[config.mk]
export PLATFORM = sky130hd
export DESIGN_NAME = lsu_seq
export DESIGN_NICKNAME = d
export VERILOG_FILES = /design/src/rtl/lsu_seq.sv
export SDC_FILE = /design/constraint.sdc
export NUM_CORES = 1
export LEC_CHECK = 0
export CORE_MARGIN = 3
export CORE_UTILIZATION = 54
export CTS_CLUSTER_DIAMETER = 60
export DETAILED_ROUTE_END_ITERATION = 8
export MAX_ROUTING_LAYER = met4
export PLACE_DENSITY = 0.83
export SYNTH_ARGS = -nofsm -noshare
export SYNTH_HDL_FRONTEND = slang
export SYNTH_SLANG_ARGS = --single-unit
[constraint.sdc]
create_clock -name clk -period 6.86 [get_ports clk]
set_input_delay 1.372 -clock clk [delete_from_list [all_inputs] [get_ports clk]]
set_output_delay 1.372 -clock clk [all_outputs]
set_load 0.01 [all_outputs]
[src/rtl/lsu_seq.sv]
// Load/store sequencer: turns one byte/half/word request into one or two aligned
// word accesses on a valid/ready memory port and returns a single response pulse.
module lsu_seq #(
   parameter int MAX_WAIT = 16
) (
   input  logic        clk,
   input  logic        rst_n,
   input  logic        req_valid,
   output logic        req_ready,
   input  logic [5:0]  req_op,
   input  logic [31:0] req_addr,
   input  logic [31:0] req_wdata,
   output logic        rsp_valid,
   output logic [31:0] rsp_rdata,
   output logic        rsp_err,
   output logic        mem_valid,
   input  logic        mem_ready,
   output logic [31:0] mem_addr,
   output logic [3:0]  mem_we,
   output logic [31:0] mem_wdata,
   input  logic [31:0] mem_rdata,
   output logic        busy
);

   localparam int WAIT_W = (MAX_WAIT < 2) ? 1 : $clog2(MAX_WAIT + 1);

   localparam logic [5:0] OP_LB  = 6'd19;
   localparam logic [5:0] OP_LH  = 6'd20;
   localparam logic [5:0] OP_LW  = 6'd21;
   localparam logic [5:0] OP_LBU = 6'd22;
   localparam logic [5:0] OP_LHU = 6'd23;
   localparam logic [5:0] OP_SB  = 6'd24;
   localparam logic [5:0] OP_SH  = 6'd25;
   localparam logic [5:0] OP_SW  = 6'd26;

   typedef enum logic [1:0] {IDLE, ACC0, ACC1, RESP} state_t;

   state_t              state_q, state_d;
   logic [5:0]          op_q, op_d;
   logic [31:0]         addr_q, addr_d;
   logic [31:0]         wdata_q, wdata_d;
   logic [31:0]         buf_lo_q, buf_lo_d;
   logic [23:0]         buf_hi_q, buf_hi_d;  // a split access never needs the top byte of the second word
   logic [WAIT_W-1:0]   wait_q, wait_d;
   logic                err_q, err_d;
   logic                armed_q, armed_d;

   logic [2:0]          width;
   logic [3:0]          lane_mask;
   logic [7:0]          mask_sh;
   logic                is_store, is_signed, split, legal, timeout;
   logic [31:0]         wdata_rot, load_win, load_res;
   logic [WAIT_W-1:0]   wait_inc;

   // Operand decode, lane placement and load extraction for the captured request.
   always_comb begin
      width     = 3'd4;
      lane_mask = 4'b1111;
      case (op_q)
         OP_LB, OP_LBU, OP_SB: begin width = 3'd1; lane_mask = 4'b0001; end
         OP_LH, OP_LHU, OP_SH: begin width = 3'd2; lane_mask = 4'b0011; end
         default:              begin width = 3'd4; lane_mask = 4'b1111; end
      endcase
      is_store  = (op_q == OP_SB) || (op_q == OP_SH) || (op_q == OP_SW);
      is_signed = (op_q == OP_LB) || (op_q == OP_LH);
      split     = ({1'b0, addr_q[1:0]} + width) > 3'd4;
      mask_sh   = {4'b0000, lane_mask} << addr_q[1:0];

      case (addr_q[1:0])
         2'd0:    wdata_rot = wdata_q;
         2'd1:    wdata_rot = {wdata_q[23:0], wdata_q[31:24]};
         2'd2:    wdata_rot = {wdata_q[15:0], wdata_q[31:16]};
         default: wdata_rot = {wdata_q[7:0],  wdata_q[31:8]};
      endcase

      case (addr_q[1:0])
         2'd0:    load_win = buf_lo_q;
         2'd1:    load_win = {buf_hi_q[7:0],  buf_lo_q[31:8]};
         2'd2:    load_win = {buf_hi_q[15:0], buf_lo_q[31:16]};
         default: load_win = {buf_hi_q[23:0], buf_lo_q[31:24]};
      endcase

      case (width)
         3'd1:    load_res = {{24{is_signed & load_win[7]}},  load_win[7:0]};
         3'd2:    load_res = {{16{is_signed & load_win[15]}}, load_win[15:0]};
         default: load_res = load_win;
      endcase
   end

   assign legal    = (req_op >= OP_LB) && (req_op <= OP_SW);
   assign wait_inc = wait_q + 1'b1;
   assign timeout  = (MAX_WAIT != 0) && (wait_inc == WAIT_W'(MAX_WAIT));
   assign busy     = (state_q != IDLE);

   always_comb begin
      // NOTE: every combinationally driven signal gets a default here so no path infers a latch.
      state_d   = state_q;
      op_d      = op_q;
      addr_d    = addr_q;
      wdata_d   = wdata_q;
      buf_lo_d  = buf_lo_q;
      buf_hi_d  = buf_hi_q;
      wait_d    = wait_q;
      err_d     = err_q;
      armed_d   = 1'b1;
      req_ready = 1'b0;
      rsp_valid = 1'b0;
      rsp_rdata = 32'h0;
      rsp_err   = 1'b0;
      mem_valid = 1'b0;
      mem_addr  = 32'h0;
      mem_we    = 4'b0000;
      mem_wdata = 32'h0;

      case (state_q)
         IDLE: begin
            // armed_q keeps req_ready low while reset is asserted and for the first edge after it.
            req_ready = armed_q;
            if (req_valid && armed_q) begin
               op_d     = req_op;
               addr_d   = req_addr;
               wdata_d  = req_wdata;
               buf_lo_d = 32'h0;
               buf_hi_d = 24'h0;
               wait_d   = '0;
               err_d    = !legal;
               state_d  = legal ? ACC0 : RESP;
            end
         end
         ACC0, ACC1: begin
            mem_valid = 1'b1;
            mem_addr  = {addr_q[31:2], 2'b00} + ((state_q == ACC1) ? 32'd4 : 32'd0);
            if (is_store) begin
               mem_we    = (state_q == ACC1) ? mask_sh[7:4] : mask_sh[3:0];
               mem_wdata = wdata_rot;
            end
            if (mem_ready) begin
               wait_d = '0;
               if (state_q == ACC0) begin
                  buf_lo_d = mem_rdata;
                  state_d  = split ? ACC1 : RESP;
               end else begin
                  buf_hi_d = mem_rdata[23:0];
                  state_d  = RESP;
               end
            end else if (timeout) begin
               err_d   = 1'b1;
               state_d = RESP;
            end else begin
               wait_d = wait_inc;
            end
         end
         RESP: begin
            rsp_valid = 1'b1;
            rsp_err   = err_q;
            if (!err_q && !is_store) rsp_rdata = load_res;
            state_d   = IDLE;
         end
         default: state_d = IDLE;
      endcase
   end

   // NOTE: state updates use non-blocking assignments so every flop samples pre-edge values.
   always_ff @(posedge clk or negedge rst_n) begin
      if (!rst_n) begin
         state_q  <= IDLE;
         op_q     <= 6'h0;
         addr_q   <= 32'h0;
         wdata_q  <= 32'h0;
         // NOTE: the assembly buffer is reset too, so a load result never exposes pre-reset data.
         buf_lo_q <= 32'h0;
         buf_hi_q <= 24'h0;
         wait_q   <= '0;
         err_q    <= 1'b0;
         armed_q  <= 1'b0;
      end else begin
         state_q  <= state_d;
         op_q     <= op_d;
         addr_q   <= addr_d;
         wdata_q  <= wdata_d;
         buf_lo_q <= buf_lo_d;
         buf_hi_q <= buf_hi_d;
         wait_q   <= wait_d;
         err_q    <= err_d;
         armed_q  <= armed_d;
      end
   end

endmodule

# Word level (Yosys, flattened, before mapping)
# Index checks and enable logic that the tools add are counted.
dict set report totals {
  romBits 0
  out_inout_bits 105
  inputBits 106
  elab_cells 104
  ram_bits 0
  latchBits 0
  register_bits 135
  memories 0
}
dict set report op_classes {
  mux 41
  bitwise_logic 2
  reduce_logical 22
  addsub 3
  shifts 1
  n_mul 0
  order_cmp 3
  n_eq_ne 23
  div_mod_pow 0
}
# cell n
set op_table {}
lappend op_table {{32-bit two-way mux} 8}
lappend op_table {{32-bit one-hot mux with 3 select lines} 2}
lappend op_table {{32-bit one-hot mux with 2 select lines} 2}
lappend op_table {{24-bit two-way mux} 3}
lappend op_table {{24-bit one-hot mux with 2 select lines} 1}
lappend op_table {{6-bit by 5-bit == test with 1-bit output, second input constant} 7}
lappend op_table {{32-bit by 3-bit adder with 32-bit output} 1}
lappend op_table {{5-bit two-way mux} 3}
lappend op_table {{4-bit two-way mux} 3}
lappend op_table {{2-bit inequality test, second input constant} 6}
lappend op_table {{4-bit AND reduction} 3}
lappend op_table {{5-bit one-hot mux with 2 select lines} 1}
lappend op_table {{1-bit two-way mux} 9}
lappend op_table {{2-bit two-way mux} 4}
lappend op_table {{4-bit one-hot mux with 2 select lines} 1}
lappend op_table {{4-bit by 2-bit left shift with 8-bit output} 1}
lappend op_table {{2-bit == test, second input constant} 3}
lappend op_table {{6-bit by 5-bit >= comparator with 1-bit output, second input constant} 1}
lappend op_table {{6-bit by 5-bit less-or-equal comparator with 1-bit output, second input constant} 1}
lappend op_table {{3-bit inequality test, second input constant} 2}
lappend op_table {{2-bit one-hot mux with 3 select lines} 1}
lappend op_table {{3-bit one-hot mux with 2 select lines} 1}
lappend op_table {{3-bit OR reduction} 2}
lappend op_table {{5-bit by 1-bit adder with 5-bit output, second input constant} 1}
lappend op_table {{other kinds (17)} 28}

# Depth between registers and ports, before layout
# Gate-level depths: netlist of the first run.
dict set report depth {
  ltp_word 9
  ltp_mapped 12
  mapped_depth_nobuf 12
}

# Least setup slack after synthesis of the first run
# Ideal clock, no wire load.
dict set report synth_path {
  path_type {register to output}
  start {reg op_q[1]}
  end {out rsp_rdata[21]}
  setup_slack_ps 3131
  path_stages_with_launch 10
  required_ps 5488
  arrival_time_ps 2357
  cell_sequence {dfrtp_1 or3b_2 a21boi_0 o21ai_0 ha_1 nor2_1 and3_1 nand3b_1 clkbuf_1 o21ai_0}
}
dict set report synth_via {
  elab_chain_len 7
  elab_cells_between_ends 22
}
# item line_no
set synth_lines {}
lappend synth_lines {{start: declaration} 39} ;# logic [5:0] op_q, op_d;
lappend synth_lines {{start signal: assignment} 178} ;# op_q <= op_d;
lappend synth_lines {{6-bit by 5-bit == test with 1-bit output, on equally long branches} {59, 64, 65}}
lappend synth_lines {{3-bit OR reduction / 1-bit logical OR (equally long branches)} {59, 64}}
lappend synth_lines {{3-bit one-hot mux with 2 select lines / 1-bit logical OR (equally long branches)} {59, 64}}
lappend synth_lines {{3-bit by 2-bit == test with 1-bit output (tied with other cells)} 83} ;# case (width)
lappend synth_lines {{32-bit one-hot mux with 2 select lines / 1-bit logical AND (equally long branches)} {83, 156}}
lappend synth_lines {{32-bit two-way mux *} 156} ;# if (!err_q && !is_store) rsp_rdata = load_res;
lappend synth_lines {{32-bit two-way mux *} 115} ;# case (state_q)
lappend synth_lines {{end: declaration} 14} ;# output logic [31:0] rsp_rdata,
# Every way passes the cells marked *; elsewhere a longest branch is shown, timed or not.

# Worst setup path after layout of the first run
dict set report layout_path {
  start {reg op_q[1]}
  end {out rsp_rdata[31]}
}
# Same word-level chain as after synthesis.

==> results.json, run 1 <==
{
  "status": "finished, final reports clean",
  "ys_types": 52,
  "worst_pin_slew_ns": 1.04,
  "grt_pass1_vias": 6711,
  "drv_cap": 0,
  "yosysTopAreaCellShare_pct": 40.4,
  "endpoint_kind": "output port",
  "use_met3_pct": 5.73,
  "critical_path.max_fanout": 16,
  "critical_path_arrival_ns": 3.81,
  "synth_edf_count": 0,
  "crit_start": "op_q[1]$_DFFE_PN0P_",
  "pin_count": 211,
  "max-slew-margin-rel_pct": 30.1,
  "place_inst": 1133,
  "nets": 1087,
  "ys_seq_area_share_pct": 40.4,
  "grt_usage_pct": 26.5,
  "avgRoutedWirePerCell_um": 18.2,
  "use_met2_pct": 42.7,
  "routed_wl_um": 21200,
  "clock_power_share_pct": 18.3,
  "die_y_um": 130,
  "mostFrequentLayoutCells": "clkdlybuf4s50_1, dfrtp_1, nand2_1",
  "gp_congestion": 0.863,
  "grt_overflow": 0,
  "syn-cell-area_um2": 8370,
  "fp.dieW_um": 130,
  "clk_latency_ns": 0.42,
  "core_area_um2": 14900,
  "cts_inserted_buffers": 17,
  "pre_cts_ws_ns": 2.18,
  "syn_to_final_growth_pct": 32.4,
  "finClkSkew_ns": 0.0107,
  "crit_type": "reg -> out",
  "rsz0062_at_grt": "false",
  "worstHoldStart": "buf_hi_q[20]$_DFFE_PN0P_",
  "grt_max_degree": 73,
  "layout-drive-gt1-share_pct": 19.0,
  "critPathMostFrequentCell": "o21ai_0",
  "p_per_area_nw_per_um2": 429,
  "ys_top_cells_by_area": "dfrtp_1, mux4_2, mux2_2",
  "start_kind": "flop",
  "hold_path.class": "reg -> reg",
  "regArea_um2": 3390,
  "numClockSinks": 135,
  "synth_area_leader_cell": "dfrtp_1",
  "p_sw_share_pct": 39.3,
  "multi_input_area_um2": 4650,
  "slew_violations": 0,
  "num_rows": 44,
  "firstDrtPassIters": 5,
  "yosys_warnings": 0,
  "worst_slack_ns": 1.68,
  "ir_drop_v": 0.000327,
  "slowest_stage": "clkdlybuf4s50_1",
  "synthCells": 790,
  "ant_nets": 0,
  "final_cells": 1166,
  "holdPathStages": 2,
  "cts_tree": "done",
  "timing.final.crit_share_pct": 75.5,
  "post_cts_buffers": 0,
  "root_buffer": "clkbuf_16",
  "reg2reg_depth": 7,
  "htreeDepth": 4,
  "timing.final.crit_period_ns": 5.18,
  "clkTransAtPathRegs_ns": 0.07,
  "place_hpwl_um": 14700,
  "vias": 6642,
  "reg2reg_from": "state_q[1]$_DFFE_PN0P_",
  "start_util_pct": 56.3,
  "combPwrFrac_pct": 48.2,
  "total_power_mw": 4.75,
  "leakage_nw": 4.45,
  "gr-usage-met1_pct": 34.5,
  "cp.required_ns": 5.49,
  "ys_seq_elements": 135,
  "slowest_delay_ns": 0.58,
  "cts_resized": 0,
  "power_frac_seq_pct": 33.5,
  "io_buffers": 208,
  "fin_setup_tns_ns": 0,
  "grt-busiest-layer": "met2",
  "final_cell_area_um2": 11100,
  "num-fill-cells": 1029,
  "drc": 0,
  "synthArstFlopShare_pct": 100,
  "vias_per_cell": 5.70,
  "clock_path_buffers": 2,
  "antenna_found_initial": 1,
  "setup_viol_count_final": 0,
  "synth_flop_cell": "dfrtp_1",
  "syn_area_per_cell_um2": 10.6,
  "drt-initial-drc-count": 503,
  "cts_hold_buf": 0,
  "worstPathCellList": "or3b_2 > a21boi_0 > o21ai_0 > ha_1 > nor2_1 > and3_1 > nand3b_1 > o21ai_0 > clkdlybuf4s50_1",
  "die_area_um2": 17000,
  "fmax_mhz": 193,
  "internal_power_mw": 2.89,
  "grt_first_pass_wirelength_um": 34200,
  "finalHoldViolCount": 0,
  "dpl_cell_area_um2": 10500,
  "p_sw_mw": 1.87,
  "layout_commonest_cell": "clkdlybuf4s50_1"
}
## routing by layer
metal | share of wire [%] | vias up | routed length [um]
met1 | 42 | 3244 | 8890
met5 | 0 | - | 0
met3 | 6.6 | 29 | 1410
met2 | 50 | 223 | 10500
li1 | - | 3146 | -
met4 | 1.9 | 0 | 401
## final timing paths
check                                           end  slack, ns
setup / recovery                      rsp_rdata[31]       1.68
setup reg to reg            buf_lo_q[3]$_DFFE_PN0P_       3.27
max in group asynchronous   wdata_q[23]$_DFFE_PN0P_       4.58
hold reg to reg            buf_hi_q[20]$_DFFE_PN0P_       0.48
hold / removal             buf_hi_q[20]$_DFFE_PN0P_       0.48
min in group asynchronous    addr_q[27]$_DFFE_PN0P_       0.94
## cell usage after synthesis, drive strengths merged (3+ instances only)
library cell,instances
and4,4
a21o,6
ha,12
nand2b,5
buf,23
nor3,15
mux2,73
xnor2,18
nand3,12
and2,8
nor2b,40
nand4,6
a21oi,18
nor2,39
nand3b,3
nand2,119
nor4,3
o21ai,84
mux2i,4
inv,30
clkbuf,33
xor2,12
dfrtp,135
mux4,62
## layout make-up
cell class,count,share of cell area [%]
diodes,1,0.0226
clock buffers,17,3.84
clock inverters,15,1.28
inverters,30,1.02
multi-input cells,570,42.0
flip-flops and latches,135,30.6
well taps,184,2.08
repair buffers,214,19.2
## sequential cells by signal (all words and copies together) (netlist names)
name and cells:
wait_q 5, addr_q 32, wdata_q 32, op_q 6
state_q 2, err_q 1, buf_hi_q 24, buf_lo_q 32
armed_q 1
## through the flow
stage          hold slack, ns  utilization [%]
3_5_place_dp            0.469             70.7
6_report                0.479             74.5
3_3_place_gp            0.461             70.7
4_1_cts                 0.484             74.5
2_1_floorplan           0.445                -
5_1_grt                 0.514             74.5
## cell families after synthesis
family                     synth area share, %
muxes                                     27.0
AOI/OAI and AO/OA                         7.82
other                                   0.0898
buffers and inverters                     4.23
DFF                                       40.4
xor gates and xnor gates                  3.14
and+or+nand+nor                           15.3
adders and majority gates                 2.03
## worst max-delay path, delay by kind of cell (launching register included)
family	cells	cell delay [ns]
fa+ha+maj	1	0.41
simple gates	4	1.24
buf+inv	1	0.58
compound gates	3	0.71
flops	1	0.45
## power groups by stage
| stage | sequential [mW] | clock, mW | combinational [mW] |
|---|---|---|---|
| 2_1_floorplan | 1.38 | 0 | 1.78 |
| 3_3_place_gp | 1.56 | 0 | 2.24 |
| 3_5_place_dp | 1.60 | 0 | 2.30 |
| 4_1_cts | 1.59 | 0.885 | 2.31 |
| 5_1_grt | 1.66 | 0.920 | 2.52 |
| 6_report | 1.59 | 0.869 | 2.29 |
No activity file was read; power rests on OpenSTA's default activity.
==> inputs of run 2 (changes only) <==
- CORE_UTILIZATION: 54 -> 50
- PLACE_DENSITY: 0.83 -> 0.77
- clock period: 6.86 -> 5.4 ns (I/O delays scaled with it)
==> results.json, run 2 (synthesis results as in run 1) <==
{
  "place_inst": 1166,
  "p_sw_share_pct": 37.7,
  "status": "finished, final reports clean",
  "vias": 6652,
  "final_cells": 1198,
  "vias_per_cell": 5.55,
  "critical_path.max_fanout": 16,
  "fmax_mhz": 201,
  "die_y_um": 135,
  "finalHoldViolCount": 0,
  "firstDrtPassIters": 5,
  "layout_commonest_cell": "clkdlybuf4s50_1",
  "routed_wl_um": 21400,
  "start_kind": "flop",
  "drc": 0,
  "timing.final.crit_period_ns": 4.98,
  "p_per_area_nw_per_um2": 552,
  "dpl_cell_area_um2": 10600,
  "diodes": 0,
  "crit_type": "reg -> out",
  "max-slew-margin-rel_pct": 33.1,
  "utilization_pct": 69.5,
  "nets": 1088,
  "drv_cap": 0,
  "num_rows": 46,
  "fp.dieW_um": 135,
  "start_util_pct": 51.9,
  "core_area_um2": 16100,
  "gp_congestion": 0.849,
  "grt_pass1_vias": 6626,
  "setup_viol_count_final": 0,
  "pre_cts_ws_ns": 1.01,
  "htreeDepth": 4,
  "grt_max_degree": 96,
  "layout-drive-gt1-share_pct": 19.0,
  "grt_first_pass_wirelength_um": 34700,
  "critical_path_arrival_ns": 3.90,
  "root_buffer": "clkbuf_16",
  "total_power_mw": 6.17,
  "internal_power_mw": 3.85,
  "whs_ns": 0.481,
  "leakage_nw": 4.47,
  "slew_violations": 0,
  "p_sw_mw": 2.33,
  "die_area_um2": 18300,
  "clk_latency_ns": 0.43,
  "combPwrFrac_pct": 47.1,
  "timing.final.crit_share_pct": 92.1,
  "place_hpwl_um": 14900,
  "finClkSkew_ns": 0.00674,
  "clkTransAtPathRegs_ns": 0.06,
  "worst_slack_ns": 0.425,
  "clock_power_share_pct": 20.2,
  "grt_usage_pct": 24.7,
  "cp.required_ns": 4.32,
  "cts_inserted_buffers": 17,
  "rsz0062_at_grt": "false",
  "ant_nets": 0,
  "top_regs": "addr_q x32, buf_lo_q x32, wdata_q x32",
  "worst_pin_slew_ns": 1.00,
  "grt_overflow": 0,
  "cts_hold_buf": 0,
  "antenna_found_initial": 0,
  "cts_resized": 0,
  "avgRoutedWirePerCell_um": 17.9,
  "final_cell_area_um2": 11200,
  "clock_path_buffers": 2,
  "numClockSinks": 135,
  "endpoint_kind": "output port",
  "syn_to_final_growth_pct": 33.8,
  "io_buffers": 208,
  "pin_count": 211,
  "hold_path.class": "reg -> reg",
  "mostFrequentLayoutCells": "clkdlybuf4s50_1, dfrtp_1, nand2_1",
  "ir_drop_v": 0.000386,
  "power_frac_seq_pct": 32.6,
  "drt-initial-drc-count": 498,
  "post_cts_buffers": 0,
  "cts_tree": "done",
  "fin_setup_tns_ns": 0
}
==> run 2: critical path, cell delays in order (launching register included) <==
cell	delay, ns
dfrtp_1	0.44
or3b_2	0.50
a21boi_0	0.19
o21ai_0	0.28
ha_1	0.41
nor2_1	0.08
and3_1	0.19
nand3b_1	0.49
o21ai_0	0.30
clkdlybuf4s50_1	0.58
==> run 2: cell type report <==
type / count / area [um2]
Sequential cell: 135 / 3390
Clock inverter: 14 / 199
Fill cell: 1210 / 4920
Tap cell: 216 / 270
Timing Repair Buffer: 215 / 2140
Clock buffer: 18 / 439
Multi-Input combinational cell: 570 / 4650
Inverter: 30 / 113
==> run 2: worst paths after layout <==
| check | depth (start not counted) | from | endpoint | slack, ns |
|---|---|---|---|---|
| setup / recovery | 9 | op_q[1]$_DFFE_PN0P_ | rsp_rdata[23] | 0.42 |
| hold reg to reg | 2 | buf_lo_q[0]$_DFFE_PN0P_ | buf_lo_q[0]$_DFFE_PN0P_ | 0.48 |
| hold / removal | 2 | buf_lo_q[0]$_DFFE_PN0P_ | buf_lo_q[0]$_DFFE_PN0P_ | 0.48 |
| setup reg to reg | 7 | state_q[0]$_DFFE_PN0P_ | buf_lo_q[3]$_DFFE_PN0P_ | 1.73 |
| max in group asynchronous | 2 | rst_n | buf_lo_q[4]$_DFFE_PN0P_ | 3.58 |
| min in group asynchronous | 1 | rst_n | buf_hi_q[6]$_DFFE_PN0P_ | 0.74 |
==> run 2: power groups by stage <==
stage                     registers, mW  clock network (mW)  logic [mW]
after CTS                          2.02                1.27        2.93
after floorplan                    1.76                   0        2.26
after global routing               2.11                1.32        3.19
after global placement             1.98                   0        2.87
after detailed placement           2.03                   0        2.92
final                              2.01                1.25        2.91
==> run 2: layer usage <==
layer | vias to the layer above | track usage, % | routed length (um)
li1 | 3148 | - | -
met1 | 3244 | 32.8 | 9310
met2 | 224 | 38.0 | 10300
met3 | 36 | 5.46 | 1320
met4 | 0 | 8.57 | 444
met5 | - | - | 0
